<file path="src/rtl/i2s_pkg.sv">
`default_nettype none
// ============================================================================
// i2s_pkg : frame geometry and FSM state encoding shared by the I2S transmitter
// Rev 1.0
// ============================================================================
package i2s_pkg;

  localparam int FRAME_BITS = 64;
  localparam int SLOT_BITS  = 32;
  localparam int CNT_W      = $clog2(FRAME_BITS);
  localparam int SLOT_W     = $clog2(SLOT_BITS);

  typedef enum logic [1:0] {
    IDLE = 2'b00,
    WAIT = 2'b01,
    RUN  = 2'b11
  } i2s_state_t;

endpackage
`default_nettype wire

</file>
<file path="src/rtl/i2s_ws_gen.sv">
`default_nettype none
// ============================================================================
// i2s_ws_gen : 64-bit frame counter with slot index, word select and wrap flag
// Rev 1.0
// ============================================================================
module i2s_ws_gen
  import i2s_pkg::*;
(
  input  logic              clk_mic,
  input  logic              rst_mic_n,
  input  logic              advance,
  output logic [SLOT_W-1:0] slot,
  output logic              ws,
  output logic              wrap
);

  logic [CNT_W-1:0] r_bit_cnt;

  // Counter sits at 0 whenever it is not advancing, so every frame starts clean
  always_ff @(negedge clk_mic or negedge rst_mic_n) begin
    if (!rst_mic_n) begin
      r_bit_cnt <= '0;
    end else if (advance) begin
      r_bit_cnt <= r_bit_cnt + 1'b1;
    end else begin
      r_bit_cnt <= '0;
    end
  end

  assign slot = r_bit_cnt[SLOT_W-1:0];
  assign ws   = r_bit_cnt[CNT_W-1];
  assign wrap = (r_bit_cnt == CNT_W'(FRAME_BITS - 1));

endmodule
`default_nettype wire

</file>
<file path="src/rtl/i2s_encoder.sv">
`default_nettype none
// ============================================================================
// i2s_encoder : I2S bus-master transmitter, valid/ready sample input, MSB first
// Rev 1.0
// ============================================================================
module i2s_encoder
  import i2s_pkg::*;
#(
  parameter int DATAWIDTH       = 24,
  parameter bit UNDERRUN_REPEAT = 1'b1
) (
  input  logic                 clk_mic,
  input  logic                 rst_mic_n,
  input  logic                 en,
  input  logic                 s_valid,
  input  logic [DATAWIDTH-1:0] s_left,
  input  logic [DATAWIDTH-1:0] s_right,
  output logic                 s_ready,
  output logic                 WS,
  output logic                 DATA,
  output logic                 frame_start,
  output logic                 underrun
);

  localparam logic [SLOT_W-1:0] C_DW = SLOT_W'(DATAWIDTH);

  i2s_state_t           r_state;
  i2s_state_t           w_state_nxt;
  logic                 r_hold_full;
  logic [DATAWIDTH-1:0] r_hold_l, r_hold_r;
  logic [DATAWIDTH-1:0] r_last_l, r_last_r;
  logic [DATAWIDTH-1:0] r_sh_l, r_sh_r;
  logic [DATAWIDTH-1:0] w_refill_l, w_refill_r;
  logic                 r_frame_start, r_underrun;
  logic [SLOT_W-1:0]    w_slot;
  logic                 w_ws, w_wrap, w_advance;
  logic                 w_load_fresh, w_load_under, w_accept;
  logic                 w_in_word, w_shift;

  assign w_advance = (r_state == RUN);

  i2s_ws_gen u_ws_gen (
    .clk_mic   (clk_mic),
    .rst_mic_n (rst_mic_n),
    .advance   (w_advance),
    .slot      (w_slot),
    .ws        (w_ws),
    .wrap      (w_wrap)
  );

  always_ff @(negedge clk_mic or negedge rst_mic_n) begin
    if (!rst_mic_n) begin
      r_state <= IDLE;
    end else begin
      r_state <= w_state_nxt;
    end
  end

  always_comb begin
    w_state_nxt  = r_state;
    w_load_fresh = 1'b0;
    w_load_under = 1'b0;
    unique case (r_state)
      IDLE: begin
        if (en) w_state_nxt = WAIT;
      end
      WAIT: begin
        if (!en) begin
          w_state_nxt = IDLE;
        end else if (r_hold_full) begin
          w_state_nxt  = RUN;
          w_load_fresh = 1'b1;
        end
      end
      RUN: begin
        // Enable is only honoured at the frame boundary
        if (w_wrap) begin
          if (!en) begin
            w_state_nxt = IDLE;
          end else if (r_hold_full) begin
            w_load_fresh = 1'b1;
          end else begin
            w_load_under = 1'b1;
          end
        end
      end
      default: w_state_nxt = IDLE;
    endcase
  end

  assign w_accept = s_valid && !r_hold_full;

  always_ff @(negedge clk_mic or negedge rst_mic_n) begin
    if (!rst_mic_n) begin
      r_hold_full <= 1'b0;
      r_hold_l    <= '0;
      r_hold_r    <= '0;
    end else if (w_accept) begin
      r_hold_full <= 1'b1;
      r_hold_l    <= s_left;
      r_hold_r    <= s_right;
    end else if (w_load_fresh) begin
      r_hold_full <= 1'b0;
    end
  end

  generate
    if (UNDERRUN_REPEAT) begin : g_repeat
      assign w_refill_l = r_last_l;
      assign w_refill_r = r_last_r;
    end else begin : g_zero
      assign w_refill_l = '0;
      assign w_refill_r = '0;
    end
  endgenerate

  // Slots 1..DATAWIDTH carry the word; the shifter advances between those slots only
  assign w_in_word = (w_slot != '0) && (w_slot <= C_DW);
  assign w_shift   = w_advance && w_in_word && (w_slot != C_DW);

  always_ff @(negedge clk_mic or negedge rst_mic_n) begin
    if (!rst_mic_n) begin
      r_sh_l   <= '0;
      r_sh_r   <= '0;
      r_last_l <= '0;
      r_last_r <= '0;
    end else if (w_load_fresh) begin
      r_sh_l   <= r_hold_l;
      r_sh_r   <= r_hold_r;
      r_last_l <= r_hold_l;
      r_last_r <= r_hold_r;
    end else if (w_load_under) begin
      r_sh_l <= w_refill_l;
      r_sh_r <= w_refill_r;
    end else if (w_shift) begin
      if (w_ws) begin
        r_sh_r <= {r_sh_r[DATAWIDTH-2:0], 1'b0};
      end else begin
        r_sh_l <= {r_sh_l[DATAWIDTH-2:0], 1'b0};
      end
    end
  end

  always_ff @(negedge clk_mic or negedge rst_mic_n) begin
    if (!rst_mic_n) begin
      r_frame_start <= 1'b0;
      r_underrun    <= 1'b0;
    end else begin
      r_frame_start <= w_load_fresh | w_load_under;
      r_underrun    <= w_load_under;
    end
  end

  assign s_ready     = !r_hold_full;
  assign WS          = w_ws;
  assign DATA        = w_in_word && (w_ws ? r_sh_r[DATAWIDTH-1] : r_sh_l[DATAWIDTH-1]);
  assign frame_start = r_frame_start;
  assign underrun    = r_underrun;

endmodule
`default_nettype wire

</file>
<file path="config.mk">
export PLATFORM = sky130hd
export DESIGN_NAME = i2s_encoder
export DESIGN_NICKNAME = d
export VERILOG_FILES = /design/src/rtl/i2s_pkg.sv /design/src/rtl/i2s_ws_gen.sv /design/src/rtl/i2s_encoder.sv
export SDC_FILE = /design/constraint.sdc
export NUM_CORES = 1
export LEC_CHECK = 0
export ABC_AREA = 1
export BUFFER_PORTS_ARGS = -buffer_cell sky130_fd_sc_hd__buf_2
export CAP_MARGIN = 25
export CELL_PAD_IN_SITES_DETAIL_PLACEMENT = 0
export CELL_PAD_IN_SITES_GLOBAL_PLACEMENT = 1
export CORE_UTILIZATION = 45
export CTS_CLUSTER_SIZE = 10
export DETAILED_ROUTE_END_ITERATION = 12
export PLACE_DENSITY = 0.75
export SETUP_SLACK_MARGIN = 0.4
export SYNTH_ARGS = -nofsm -noshare
export SYNTH_HDL_FRONTEND = slang
export SYNTH_SLANG_ARGS = --single-unit
export TNS_END_PERCENT = 10
</file>
<file path="constraint.sdc">
create_clock -name clk_mic -period 3.3 [get_ports clk_mic]
set_input_delay 0.33 -clock clk_mic [delete_from_list [all_inputs] [get_ports clk_mic]]
set_output_delay 0.33 -clock clk_mic [all_outputs]
set_load 0.01 [all_outputs]
</file>
# Word-level counts from Yosys, hierarchy flattened
# Index checks and enable logic that the tools add are counted.
dict set report totals {
  reg_bits 155
  input_bits 52
  word_cells 63
}
dict set report classes {
  addsub 1
  magnitude_cmp 1
  n_eq_ne 9
  mux 26
  n_bitwise 1
  reduce_logical 14
}
# operator n
set op_table {}
lappend op_table {{$mux W24} 8}
lappend op_table {{$mux W1} 10}
lappend op_table {{$mux W2} 5}
lappend op_table {{$add A6 B1 Y6 const B} 1}
lappend op_table {{$eq A6 B6 Y1 const B} 1}
lappend op_table {{$mux W6} 1}
lappend op_table {{$ne A3 B3 Y1 const B} 2}
lappend op_table {{$pmux W2 S3} 1}
lappend op_table {{$reduce_bool A3 Y1} 2}
lappend op_table {{$le A5 B5 Y1 const B} 1}
lappend op_table {{$logic_and A1 B1 Y1} 5}
lappend op_table {{$ne A5 B5 Y1 const B} 1}
lappend op_table {{$reduce_bool A5 Y1} 1}
lappend op_table {{$ne A2 B2 Y1 const B} 2}
lappend op_table {{$reduce_and A2 Y1} 2}
lappend op_table {{$reduce_and A4 Y1} 1}
lappend op_table {{$eq A2 B1 Y1 const B} 1}
lappend op_table {{$eq A2 B2 Y1 const B} 1}
lappend op_table {{$logic_not A2 Y1} 1}
lappend op_table {{$ne A2 B1 Y1 const B} 1}
lappend op_table {{$pmux W1 S2} 1}
lappend op_table {{$reduce_bool A2 Y1} 1}
lappend op_table {{$logic_not A1 Y1} 1}
lappend op_table {{$or A1 B1 Y1} 1}

# Longest topological paths before layout
dict set report logic_depth {
  depth_word 7
  depth_mapped 11
}

# Modules after synthesis
# Synthesis repeated with hierarchy kept, for this count alone.
dict set report unflattened {
  cells_unflattened 886
  area_unflattened_um2 7409.6
}
# module instances cells_per_inst area_each_um2
set modules_own_cells {}
lappend modules_own_cells {i2s_encoder 1 851 7114.3}
lappend modules_own_cells {i2s_ws_gen 1 35 295.3}

==> run metrics <==
fraction of the mapped netlist area in adder cells=0.3447%; Initial DRC Count=273; number of antenna diodes=0; clk_skew=6.651 ps; Max-Cap Viols=0; Synth Cell Area=7259 sq um; proportion of layout cells with a drive suffix above 1=20.11%; combinational family with the most area after synthesis=simple AND/OR/NAND/NOR gates; Synth Register Bits=155; via count=5612; GPL Wtd Cong=0.7600; clk slew on worst S/H paths=50 ps; Final WS setup=-243.5 ps; Remaining DRCs=0; Worst-Skew Late Latency=400 ps; Cell Count, Final, Fillers Out=1116; Routed WL=15680 um; post-route cell area=8607 sq um; worst-path maximum fanout=2; Peak VDD IR=558.4 uV; crit start category=register; Mapped Cells=835; largest net degree at the start of global routing=51; Die ar.=16640 sq um; final antenna-violating net count=0; Rows=46; Synth-to-Final Area Change=18.56%; Post-Place Cell Area=7890 sq um; Worst Path Required=2970 ps; GRT overflow=0; YS warnings=0; Synth Area in Compound Gates=4.343%; # nets final=941; CTS tree=done; Hold Vio Cnt, Final=0; placed instance count=1080; Port Buf Inserts=56; Pre-antenna DRT Iters=5; mux share of post-synthesis cell area=7.446%; RSZ-0062 raised after global routing=yes; failing checks=setup timing; Vias/cell=5.029; Finish-stage setup viols=1; Root Driver=clkbuf_16; Ports=57; critical path arrival=3210 ps; syn_nets=889; Final Power=0.007449 W; slew margin rel.=58.02%; vias in the first global route=5684; starting density of the core=45.87%; Unique masters post-synth=24; Slew Limit Fails=0; leakage power=4.483 nW; WL/cell=14.05 um; Die X-Extent=129.0 um; total CTS buffers=17; clock sink count=155; core footprint=15830 sq um; H-tree Lvls=4; Post-Synth XOR/XNOR Area=0%; Critical Path End Type=primary output; Synth Area per Inst=8.694 sq um; FILL cells=1465; first-pass GRT wire length=26730 um; status=finished with violations; DIE HEIGHT=129.0 um; Post-Synth Simple-Gate Area=24.72%; sequential area share after synthesis=53.43%; dpl hpwl=9644 um; Cell Pwr Density=865.5 nW/um^2; Hold Path Class=register to register; Slew @ Worst Pin=628.2 ps; Clock Path Buffers=2; worst setup path category=register to primary output; antenna violations before repair=0; Tot GR Track Use=20.64%
-- cells in the final DEF (no fill, tap or decap), types with 3 or more instances in the layout --
cell / Yosys / layout
mux2_2: 48 / 48
inv_1: 107 / 105
a21oi_1: 4 / 3
nand4_1: 48 / 48
bufinv_16: 0 / 5
nand2_2: 1 / 3
inv_2: 1 / 3
dfrtn_1: 155 / 155
clkbuf_16: 0 / 17
clkinvlp_4: 0 / 3
clkinv_4: 0 / 4
nand3_1: 96 / 95
buf_6: 6 / 4
buf_12: 0 / 13
buf_4: 6 / 15
nor2_1: 7 / 5
buf_2: 26 / 54
o21ai_0: 58 / 57
nand2_1: 249 / 247
-- metal layers --
layer	part of all wire, %	track usage [%]	vias up
met5	0	0	-
met4	1.4	7.751	0
met3	3.0	4.046	16
met2	49	36.09	89
met1	46	25.30	2714
li1	-	-	2793
-- power by group --
group	internal [W]	total, W	switching (W)
combinational	0.000949	0.00213	0.00118
clock	0.00137	0.00217	0.000800
sequential	0.00280	0.00315	0.000357
total	0.00511	0.00745	0.00233
-- final timing paths --
| kind | slack, ps | depth (start not counted) | to | from |
|---|---|---|---|---|
| min in group asynchronous | 1380 | 1 | r_hold_r[7] | rst_mic_n |
| max in group asynchronous | 1340 | 2 | r_hold_l[12] | rst_mic_n |
| worst min register to register | 450 | 1 | r_hold_l[9] | r_hold_l[9] |
| worst min-delay path | 450 | 1 | r_hold_l[9] | r_hold_l[9] |
| worst max-delay path | -240 | 8 | DATA | u_ws_gen.r_bit_cnt[0] |
| worst max register to register | 980 | 9 | r_last_l[6] | u_ws_gen.r_bit_cnt[0] |
-- repair_timing --
item | in CTS | in global routing
setup endpoints to repair | 3 | 11
buffers inserted | 3 | 1
pin swaps | 1 | 2
resized for setup | 6 | 3
hold buffers | 0 | 0
-- logic make-up after synthesis --
kind of cell,after synthesis
AOI/OAI and AO/OA,63
adders and majority gates,2
buffers and inverters,161
DFF,155
muxes,48
and+or+nand+nor,406
-- state kept, by name, summed over array words and instances (netlist names) --
register	count
r_last_r	24
r_last_l	24
frame_start	1
r_sh_l	24
r_hold_full	1
r_sh_r	24
underrun	1
r_hold_r	24
r_state	2
u_ws_gen.r_bit_cnt	6
r_hold_l	24
-- metrics by stage --
| stage | util (%) | setup TNS, ps | hold WS [ps] | worst slack [ps] |
|---|---|---|---|---|
| finish | 54.38 | -243.5 | 450.6 | -243.5 |
| global route | 54.38 | -306.7 | 457.9 | -306.7 |
| CTS | 54.27 | -223.3 | 454.0 | -223.3 |
| detailed placement | 49.85 | 0 | 451.0 | 77.44 |
| global placement | 49.85 | 0 | 436.3 | 123.7 |
| floorplan | - | 0 | 379.2 | 283.0 |
-- cells in the mapped netlist --
master,count,area [sq um]
inv_2,1,3.750
ha_1,2,25.02
nor2_1,7,26.28
inv_1,107,401.6
nand3_1,96,480.5
nand2_4,1,11.26
nand2_1,249,934.7
o21ai_1,1,5.000
clkbuf_2,1,5.000
dfrtn_1,155,3879
mux2_2,48,540.5
nand3b_1,1,7.510
nor2_4,1,11.26
nand4_1,48,300.3
buf_4,6,45.04
a21oi_1,4,20.02
clkbuf_1,13,48.80
nand3_2,1,10.01
nand2_2,1,6.260
buf_6,6,67.56
buf_1,1,3.750
buf_2,26,130.1
o21ai_0,58,290.3
nor2_2,1,6.260
-- critical path, cell delays in order (launching register included) --
cell     delay (ps)
dfrtn_1         410
inv_1            50
ha_2            180
inv_2            50
nor2_2           40
nand3_2          90
o21ai_2          60
a21oi_2         120
buf_2           150
-- final cells by class --
type / instances / area (sq um) / area share (%)
clock buffers: 19 / 442.9 / 5.146
flip-flops and latches: 155 / 3879 / 45.06
repair buffers: 86 / 688.2 / 7.995
inverters: 108 / 405.4 / 4.710
clock inverters: 13 / 216.5 / 2.515
well taps: 216 / 270.3 / 3.140
multi-input cells: 519 / 2705 / 31.43
Note: power is estimated with default switching activity, not from simulation.
